## src/rtl/stopwatch_display_if.sv

```systemverilog
// rtl/stopwatch_display_if.sv - stopwatch fields, lap pulse and 7-segment display bundle
interface stopwatch_display_if;
  logic [5:0] hour;
  logic [5:0] minute;
  logic [5:0] second;
  logic [6:0] m_sec;
  logic       lap;
  logic [6:0] hex7;
  logic [6:0] hex6;
  logic [6:0] hex5;
  logic [6:0] hex4;
  logic [6:0] hex3;
  logic [6:0] hex2;
  logic [6:0] hex1;
  logic [6:0] hex0;
  logic       lap_active;
  logic       busy;

  modport master (
    output hour, minute, second, m_sec, lap,
    input  hex7, hex6, hex5, hex4, hex3, hex2, hex1, hex0, lap_active, busy
  );

  modport slave (
    input  hour, minute, second, m_sec, lap,
    output hex7, hex6, hex5, hex4, hex3, hex2, hex1, hex0, lap_active, busy
  );
endinterface

```

## src/rtl/stopwatch_display.sv

```systemverilog
// rtl/stopwatch_display.sv - sampled HH MM SS CC to eight 7-segment digits with lap hold
// Optional LEADING_ZERO_BLANK_EN blanks hex7 when the hour tens digit is zero.
module stopwatch_display #(
  parameter int REFRESH_DIV    = 500000,
  parameter bit SEG_ACTIVE_LOW = 1'b1
) (
  input  logic               clock,
  input  logic               reset,
  stopwatch_display_if.slave bus
);

  localparam int RC_W = $clog2(REFRESH_DIV);
  localparam logic [6:0] BLANK  = SEG_ACTIVE_LOW ? 7'h7F : 7'h00;
  localparam logic [6:0] GLYPH0 = SEG_ACTIVE_LOW ? 7'h40 : 7'h3F;
`ifdef LEADING_ZERO_BLANK_EN
  localparam logic [6:0] HEX7_RST = BLANK;
`else
  localparam logic [6:0] HEX7_RST = GLYPH0;
`endif

  typedef enum logic [1:0] {IDLE, CHECK, CONVERT, LOAD} state_t;

  state_t            state_q, state_d;
  logic [RC_W-1:0]   rc_q, rc_d;
  logic [24:0]       snap_q, snap_d;
  logic [2:0]        it_q, it_d;
  logic [3:0][6:0]   bin_q, bin_d;
  logic [3:0][7:0]   bcd_q, bcd_d;
  logic [7:0][6:0]   hex_q, hex_d;
  logic              lap_active_q, lap_active_d;
  logic              busy_q, busy_d;

  logic [24:0] live;
  logic        tick;
  logic        match;

  assign live  = {bus.hour, bus.minute, bus.second, bus.m_sec};
  assign tick  = (rc_q == RC_W'(REFRESH_DIV - 1));
  assign match = (live == snap_q);

  function automatic logic [6:0] sat99(input logic [6:0] v);
    return (v > 7'd99) ? 7'd99 : v;
  endfunction

  // One shift-add-3 step: adjust BCD nibbles, then shift {bcd, bin} left by one.
  function automatic logic [14:0] dabble(input logic [7:0] bcd, input logic [6:0] bin);
    logic [7:0] b;
    b = bcd;
    if (b[3:0] >= 4'd5) b[3:0] = b[3:0] + 4'd3;
    if (b[7:4] >= 4'd5) b[7:4] = b[7:4] + 4'd3;
    return {b[6:0], bin, 1'b0};
  endfunction

  function automatic logic [6:0] seg(input logic [3:0] d);
    logic [6:0] g;
    case (d)
      4'd0:    g = 7'h3F;
      4'd1:    g = 7'h06;
      4'd2:    g = 7'h5B;
      4'd3:    g = 7'h4F;
      4'd4:    g = 7'h66;
      4'd5:    g = 7'h6D;
      4'd6:    g = 7'h7D;
      4'd7:    g = 7'h07;
      4'd8:    g = 7'h7F;
      4'd9:    g = 7'h6F;
      default: g = 7'h00;
    endcase
    return SEG_ACTIVE_LOW ? ~g : g;
  endfunction

  always_ff @(posedge clock or posedge reset) begin
    if (reset) state_q <= IDLE;
    else       state_q <= state_d;
  end

  always_comb begin
    state_d = state_q;
    case (state_q)
      IDLE:    if (tick) state_d = CHECK;
      CHECK:   if (match) state_d = CONVERT;
      CONVERT: if (it_q == 3'd6) state_d = LOAD;
      LOAD:    state_d = IDLE;
      default: state_d = IDLE;
    endcase
  end

  always_comb begin
    rc_d   = tick ? '0 : rc_q + RC_W'(1);
    snap_d = snap_q;
    if ((state_q == IDLE && tick) || (state_q == CHECK && !match)) snap_d = live;

    it_d  = (state_q == CONVERT) ? it_q + 3'd1 : 3'd0;
    bin_d = bin_q;
    bcd_d = bcd_q;
    if (state_q == CHECK && match) begin
      bin_d[3] = sat99({1'b0, snap_q[24:19]});
      bin_d[2] = sat99({1'b0, snap_q[18:13]});
      bin_d[1] = sat99({1'b0, snap_q[12:7]});
      bin_d[0] = sat99(snap_q[6:0]);
      bcd_d    = '0;
    end else if (state_q == CONVERT) begin
      for (int f = 0; f < 4; f++) {bcd_d[f], bin_d[f]} = dabble(bcd_q[f], bin_q[f]);
    end

    // The lap toggle resolved this cycle decides whether LOAD may update.
    lap_active_d = lap_active_q ^ bus.lap;
    busy_d       = (state_d != IDLE);

    hex_d = hex_q;
    if (state_q == LOAD && !lap_active_d) begin
      hex_d[7] = seg(bcd_q[3][7:4]);
      hex_d[6] = seg(bcd_q[3][3:0]);
      hex_d[5] = seg(bcd_q[2][7:4]);
      hex_d[4] = seg(bcd_q[2][3:0]);
      hex_d[3] = seg(bcd_q[1][7:4]);
      hex_d[2] = seg(bcd_q[1][3:0]);
      hex_d[1] = seg(bcd_q[0][7:4]);
      hex_d[0] = seg(bcd_q[0][3:0]);
`ifdef LEADING_ZERO_BLANK_EN
      if (bcd_q[3][7:4] == 4'd0) hex_d[7] = BLANK;
`endif
    end
  end

  always_ff @(posedge clock or posedge reset) begin
    if (reset) begin
      rc_q         <= '0;
      snap_q       <= '0;
      it_q         <= '0;
      bin_q        <= '0;
      bcd_q        <= '0;
      lap_active_q <= 1'b0;
      busy_q       <= 1'b0;
      hex_q        <= {HEX7_RST, {7{GLYPH0}}};
    end else begin
      rc_q         <= rc_d;
      snap_q       <= snap_d;
      it_q         <= it_d;
      bin_q        <= bin_d;
      bcd_q        <= bcd_d;
      lap_active_q <= lap_active_d;
      busy_q       <= busy_d;
      hex_q        <= hex_d;
    end
  end

  assign bus.hex7       = hex_q[7];
  assign bus.hex6       = hex_q[6];
  assign bus.hex5       = hex_q[5];
  assign bus.hex4       = hex_q[4];
  assign bus.hex3       = hex_q[3];
  assign bus.hex2       = hex_q[2];
  assign bus.hex1       = hex_q[1];
  assign bus.hex0       = hex_q[0];
  assign bus.lap_active = lap_active_q;
  assign bus.busy       = busy_q;

endmodule

```

## src/flat_wrapper.sv

```systemverilog
// flat-port wrapper written by rule: the top's interface ports become plain ports
module stopwatch_display_flat 
#(
  parameter int REFRESH_DIV    = 500000,
  parameter bit SEG_ACTIVE_LOW = 1'b1
)
  (clock, reset, bus_hour, bus_minute, bus_second, bus_m_sec, bus_lap, bus_hex7, bus_hex6, bus_hex5, bus_hex4, bus_hex3, bus_hex2, bus_hex1, bus_hex0, bus_lap_active, bus_busy);
  stopwatch_display_if bus_i ();
  input  logic clock;
  input  logic reset;
  input wire logic [$bits(bus_i.hour)-1:0] bus_hour;
  input wire logic [$bits(bus_i.minute)-1:0] bus_minute;
  input wire logic [$bits(bus_i.second)-1:0] bus_second;
  input wire logic [$bits(bus_i.m_sec)-1:0] bus_m_sec;
  input wire logic [$bits(bus_i.lap)-1:0] bus_lap;
  output wire logic [$bits(bus_i.hex7)-1:0] bus_hex7;
  output wire logic [$bits(bus_i.hex6)-1:0] bus_hex6;
  output wire logic [$bits(bus_i.hex5)-1:0] bus_hex5;
  output wire logic [$bits(bus_i.hex4)-1:0] bus_hex4;
  output wire logic [$bits(bus_i.hex3)-1:0] bus_hex3;
  output wire logic [$bits(bus_i.hex2)-1:0] bus_hex2;
  output wire logic [$bits(bus_i.hex1)-1:0] bus_hex1;
  output wire logic [$bits(bus_i.hex0)-1:0] bus_hex0;
  output wire logic [$bits(bus_i.lap_active)-1:0] bus_lap_active;
  output wire logic [$bits(bus_i.busy)-1:0] bus_busy;
  assign bus_i.hour = bus_hour;
  assign bus_i.minute = bus_minute;
  assign bus_i.second = bus_second;
  assign bus_i.m_sec = bus_m_sec;
  assign bus_i.lap = bus_lap;
  assign bus_hex7 = bus_i.hex7;
  assign bus_hex6 = bus_i.hex6;
  assign bus_hex5 = bus_i.hex5;
  assign bus_hex4 = bus_i.hex4;
  assign bus_hex3 = bus_i.hex3;
  assign bus_hex2 = bus_i.hex2;
  assign bus_hex1 = bus_i.hex1;
  assign bus_hex0 = bus_i.hex0;
  assign bus_lap_active = bus_i.lap_active;
  assign bus_busy = bus_i.busy;
  stopwatch_display #(.REFRESH_DIV(REFRESH_DIV), .SEG_ACTIVE_LOW(SEG_ACTIVE_LOW)) u_core (.clock(clock), .reset(reset), .bus(bus_i));
endmodule
```

## config.mk

```make
export PLATFORM = sky130hd
export DESIGN_NAME = stopwatch_display_flat
export DESIGN_NICKNAME = d
export VERILOG_FILES = /design/src/rtl/stopwatch_display_if.sv /design/src/rtl/stopwatch_display.sv /design/src/flat_wrapper.sv
export SDC_FILE = /design/constraint.sdc
export NUM_CORES = 1
export LEC_CHECK = 0
export ABC_AREA = 1
export CORE_UTILIZATION = 25
export CTS_BUF_LIST = sky130_fd_sc_hd__clkbuf_8
export CTS_CLUSTER_DIAMETER = 40
export DETAILED_ROUTE_END_ITERATION = 7
export GPL_ROUTABILITY_DRIVEN = 1
export GPL_TIMING_DRIVEN = 1
export PLACE_DENSITY = 0.48
export SYNTH_ARGS = -nofsm -noshare
export SYNTH_HDL_FRONTEND = slang
export SYNTH_SLANG_ARGS = --single-unit
export TNS_END_PERCENT = 30
```

## constraint.sdc

```tcl
create_clock -name clock -period 12.88 [get_ports clock]
set_clock_uncertainty 0.2 [all_clocks]
set_input_delay 1.288 -clock clock [delete_from_list [all_inputs] [get_ports clock]]
set_output_delay 1.288 -clock clock [all_outputs]
set_load 0.01 [all_outputs]
```

After elaboration in Yosys (flattened, before gate mapping). Memories as Yosys holds them, arrays and structs flattened. Index checks and enable logic that the tools add are counted.

Register bits after elaboration: 167. Bits in read-only memories: 896. Bits of input ports: 28. Memories: 8.

Memories: (name not given) (depth 16, bits a word 7, rd ports 1, clocked after memory_dff 0, write ports 0, line stopwatch_display.sv:56) `case (d)`; (name not given) (depth 16, bits a word 7, rd ports 1, clocked after memory_dff 0, write ports 0, line stopwatch_display.sv:56); (name not given) (depth 16, bits a word 7, rd ports 1, clocked after memory_dff 0, write ports 0, line stopwatch_display.sv:56); (name not given) (depth 16, bits a word 7, rd ports 1, clocked after memory_dff 0, write ports 0, line stopwatch_display.sv:56); (name not given) (depth 16, bits a word 7, rd ports 1, clocked after memory_dff 0, write ports 0, line stopwatch_display.sv:56); (name not given) (depth 16, bits a word 7, rd ports 1, clocked after memory_dff 0, write ports 0, line stopwatch_display.sv:56); +2 memories.

Add/sub/neg operators: 10. $lt $le $gt $ge: 12. Equal/unequal tests: 6. Mux-type cells: 30. Bitwise operators: 9. Reductions and logical operators: 10.

Operators by type and width (count): $mux W7 (12); $mux W32 (2); $mux W28 (2); $not A7 Y7 (8); $ge A4 B3 Y1 const B (8); $eq A25 B25 Y1 (1); $gt A6 B7 Y1 const B (3); $add A19 B1 Y19 const B (1); $eq A19 B19 Y1 const B (1); $mux W19 (1); $add A4 B2 Y4 const B (4); $mux W4 (4); $mux W3 (5); $add A3 B2 Y3 const B (4); $pmux W2 S4 (1); $gt A7 B7 Y1 const B (1); $mux W2 (3); $eq A2 B2 Y1 const B (2); $logic_and A1 B1 Y1 (4); $reduce_bool A2 Y1 (2); $add A3 B1 Y3 const B (1); $eq A3 B3 Y1 const B (1); $eq A2 B1 Y1 const B (1); $logic_not A1 Y1 (2); 3 further kinds (3).

Depth between registers and ports, before layout.
Word-level depth: 5. Mapped depth: 13. Mapped depth without buffers: 12.

Worst setup path after synthesis. Ideal clock, no wire load.

Kind: input to register. From: in bus_second[0]. To: reg u_core.bcd_q[2] in the netlist's numbering. Data arrival time: 2.298 ns. Required time: 12.559 ns. Slack: 10.260 ns. Stages on the path: 9. Path buffers: 2. Cell sequence: xor2_1 > nor2_1 > nand2_1 > nor2_2 > nand3_2 > buf_4 > buf_6 > nand3_1 > nand2_1.

Cells in the longest elaborated chain, start to end: 3.

RTL lines: from (decl) (line flat_wrapper.sv:13) `input wire logic [$bits(bus_i.second)-1:0] bus_second;`; $eq A25 B25 Y1 * (line stopwatch_display.sv:39) `assign match = (live == snap_q);`; $logic_and A1 B1 Y1 * (line stopwatch_display.sv:96) `if (state_q == CHECK && match) begin`; $mux W32 or $reduce_bool A2 Y1 (tied branches); to (signal assigned) (line stopwatch_display.sv:132) `bcd_q <= '0;`; to (signal assigned) (line stopwatch_display.sv:141) `bcd_q <= bcd_d;`; to (decl) (line stopwatch_display.sv:28) `logic [3:0][7:0] bcd_q, bcd_d;`.

Mark *: on every way between the ends. The rest lies on a longest branch, timed or not. A chain may end at the register's enable or synchronous reset.

Final worst setup path.
From: in bus_second[3]. To: reg u_core.bcd_q[11] in the netlist's numbering.

The elaborated chain is that of the path after synthesis.

==> flow_metrics.py <==
metrics = {
    "synth": {
        "netlist-cell-type-count": 33,
        "ys_top_cells_by_area": "dfrtp_1 (44%), nand2_1 (11%), ha_1 (8.1%)",
        "synth_top_area_cell": "dfrtp_1",
        "ys_warn_count": 0,
        "synth_nets": 1216,
        "netlist_area_um2": 9125,
        "ys_ff_latch": 167,
        "synthCells": 1129,
        "syn_area_per_cell_um2": 8.082,
        "yosysSeqAreaShare": 0.4591,
        "synth_top_area_share": 0.4360,
    },
    "power": {
        "p_leak_nw": 5.026,
        "combPwrFrac": 0.086,
        "power_frac_clock": 0.397,
        "p_seq_frac": 0.516,
        "power_mw": 1.081,
        "switching_share": 0.2470,
        "powerDensity_nw_per_um2": 99.86,
        "internal_power_mw": 0.8139,
        "p_switching_mw": 0.2669,
        "vdd_drop_max_v": 0.00005397,
    },
    "clocking": {
        "cts_sinks": 167,
        "root_buffer": "clkbuf_8",
        "clk_pin_slew_ps": 90,
        "cts_max_level": 4,
        "cts_buffers": 17,
        "cts_tree": "yes",
        "hold_buffers": 0,
        "cts_max_path_buffers": 2,
        "worstSkewPairLatency_ps": 470,
        "cts_setup_buffers": 0,
        "ctsResizeCount": 0,
    },
    "placement": {
        "dp_slack_ps": 8450,
        "place_inst": 1633,
        "port_buffers": 85,
        "finalWeightedCongestion": 0.7824,
        "post_dp_cell_area_um2": 10390,
        "dp_hpwl_mm": 14.05,
    },
    "critical_path": {
        "required_ps": 13000,
        "cp_cell_sequence": "clkdlybuf4s50_1 -> inv_1 -> nand2_1 -> nand2_1 -> nor2_1 -> nand3_1 -> nor2_2 -> nand3_4 -> nand3_1 -> o21ai_0",
        "critical_path_arrival_ps": 4090,
        "rrSetupSlack_ps": 9770,
        "end_kind": "flip-flop",
        "rr_worst_depth": 7,
        "cp_slowest_stage_delay_ps": 840,
        "worstReg2RegStart": "u_core.snap_q[18]",
        "crit_type": "in2reg",
        "path_buf_inv": 2,
        "start_kind": "primary input",
        "reg2reg_to": "u_core.bcd_q[11]",
        "crit_family": "simple AND/OR/NAND/NOR gates",
        "crit_slowest_cell": "nand3_4",
        "worst-path-max-fanout": 78,
        "crit_cells": 10,
    },
    "route": {
        "viasPerCell": 4.401,
        "drt_wl_total_mm": 21.62,
        "detail-route-antenna-nets": 0,
        "wl_met1_mm": 11.15,
        "drtIter0Drc": 455,
        "vias": 7323,
        "drc": 8,
        "avgRoutedWirePerCell_um": 12.99,
        "dr_wl_met2_mm": 9.642,
        "dr_wl_met3_um": 597,
        "firstDrtPassIters": 8,
        "top_layer": "met4",
    },
    "timing": {
        "slew_headroom": 0.3499,
        "slew_viol_final": 0,
        "rsz0062_at_grt": "false",
        "worst_slew_pin_slew_ps": 975.2,
        "finalCriticalPeriod_ps": 3967,
        "fin_crit_sh": 0.3080,
        "post-route-worst-setup-slack_ps": 8913,
        "hold_viol": 0,
        "setup_viol": 0,
        "fmax_mhz": 252.1,
        "tns_ps": 0,
    },
    "global_route": {
        "grt_overflow_total": 0,
        "antenna_found_initial": 0,
        "grt_max_degree": 101,
        "gr-usage-all-layers": 0.1234,
        "grt_pass1_wl_mm": 36.71,
        "grt_pass1_vias": 7200,
    },
    "floorplanning": {
        "die_x_um": 193.1,
        "io_pins": 86,
        "initial_core_util": 0.2553,
        "rows": 69,
        "core_area_um2": 35740,
        "dieHeight_um": 193.1,
        "die_area_um2": 37270,
    },
    "layout": {
        "fin_area_um2": 10820,
        "seq_area_um2": 4189,
        "fillers": 3874,
        "layout.cells.non_filler": 1664,
        "nets": 1278,
        "syn_to_final_growth_pct": 18.61,
        "diodes": 0,
        "multi_input_area_um2": 4305,
        "drive_above_1_share": 0.06816,
    },
    "job": {
        "maxCapViolCount": 0,
    },
    "hold_path": {
        "worstHoldPathType": "reg2reg",
        "min_from": "u_core.rc_q[17]",
        "holdPathStages": 1,
        "holdPathEnd": "u_core.rc_q[17]",
    },
    "status": {
        "status": "finished with violations",
        "violations": "design-rule violations",
    },
}
metrics by stage:
stage	hold slack, ps	util
2_1_floorplan	232.2	-
3_3_place_gp	255.0	0.2906
3_5_place_dp	260.0	0.2906
4_1_cts	275.1	0.3028
5_1_grt	298.7	0.3028
6_report	269.5	0.3028
layout make-up:
cell class,count,area share
Clock buffer,19,0.02416
Sequential cell,167,0.3871
Multi-Input combinational cell,803,0.3978
Inverter,112,0.03931
Timing Repair Buffer,90,0.08208
Clock inverter,12,0.01630
Tap cell,461,0.05329
cells in the mapped netlist, drive strengths merged:
cell	instances
xor2	17
o21ai	39
dfrtp	159
a21oi	83
o211ai	14
nand3	139
ha	59
dfstp	8
a211oi	1
a31o	1
buf	22
a31oi	3
or2	17
nor4	2
nor3	10
nand2	268
clkbuf	25
nand4	30
inv	112
xnor2	11
nor2	109
worst max-delay path by stage:
stage	start	endpoint	slack [ps]
6_report	bus_second[3]	u_core.bcd_q[11]	8910
5_1_grt	bus_second[3]	u_core.bcd_q[31]	8580
4_1_cts	bus_second[3]	u_core.bcd_q[19]	8970
3_5_place_dp	bus_second[3]	u_core.bcd_q[23]	8450
3_3_place_gp	bus_second[3]	u_core.bcd_q[19]	8480
2_1_floorplan	reset	u_core.bcd_q[0]	6890
power by group through the flow:
stage | registers (mW) | clock network, mW | logic, mW
3_5_place_dp | 0.569 | 0 | 0.0961
4_1_cts | 0.559 | 0.449 | 0.0964
2_1_floorplan | 0.574 | 0 | 0.0345
3_3_place_gp | 0.569 | 0 | 0.0958
5_1_grt | 0.561 | 0.470 | 0.105
6_report | 0.558 | 0.429 | 0.0933
state kept, by name, summed over array words and instances (netlist names):
| name | cells |
|---|---|
| u_core.bcd_q | 32 |
| u_core.bin_q | 28 |
| u_core.snap_q | 25 |
| u_core.rc_q | 19 |
| u_core.bus.hex0 | 7 |
| u_core.bus.hex1 | 7 |
| u_core.bus.hex2 | 7 |
| u_core.bus.hex3 | 7 |
| u_core.bus.hex4 | 7 |
| u_core.bus.hex5 | 7 |
| u_core.bus.hex6 | 7 |
| u_core.bus.hex7 | 7 |
| u_core.it_q | 3 |
| u_core.state_q | 2 |
| u_core.bus.busy | 1 |
| u_core.bus.lap_active | 1 |
per-layer routing:
| layer | global-route usage | vias to the layer above |
|---|---|---|
| met2 | 0.1937 | 90 |
| met5 | 0 | - |
| met3 | 0.02407 | 14 |
| met4 | 0.03666 | 0 |
| met1 | 0.1708 | 3439 |
| li1 | - | 3780 |
logic make-up (layout without fill, tap and decap cells):
logic type,Yosys count,after routing,synth area share
and+or+nand+nor,575,575,0.2794
DFF,167,167,0.4591
buffers and inverters,159,233,0.07144
AOI/OAI and AO/OA,141,141,0.08227
adders and majority gates,59,59,0.08090
xor gates and xnor gates,28,28,0.02687
cell usage in the layout, fill, tap and decap left out, drive strengths merged, types with 3 or more instances in the layout:
cell | synthesis | routed
nand2 | 268 | 268
dfrtp | 159 | 159
nand3 | 139 | 139
inv | 112 | 114
nor2 | 109 | 109
clkdlybuf4s50 | 0 | 85
a21oi | 83 | 83
ha | 59 | 59
o21ai | 39 | 39
nand4 | 30 | 30
clkbuf | 25 | 19
xor2 | 17 | 17
or2 | 17 | 17
o211ai | 14 | 14
xnor2 | 11 | 11
nor3 | 10 | 10
dfstp | 8 | 8
buf | 22 | 5
clkinvlp | 0 | 4
bufinv | 0 | 4
a31oi | 3 | 3
(Power assumes the default switching activity.)
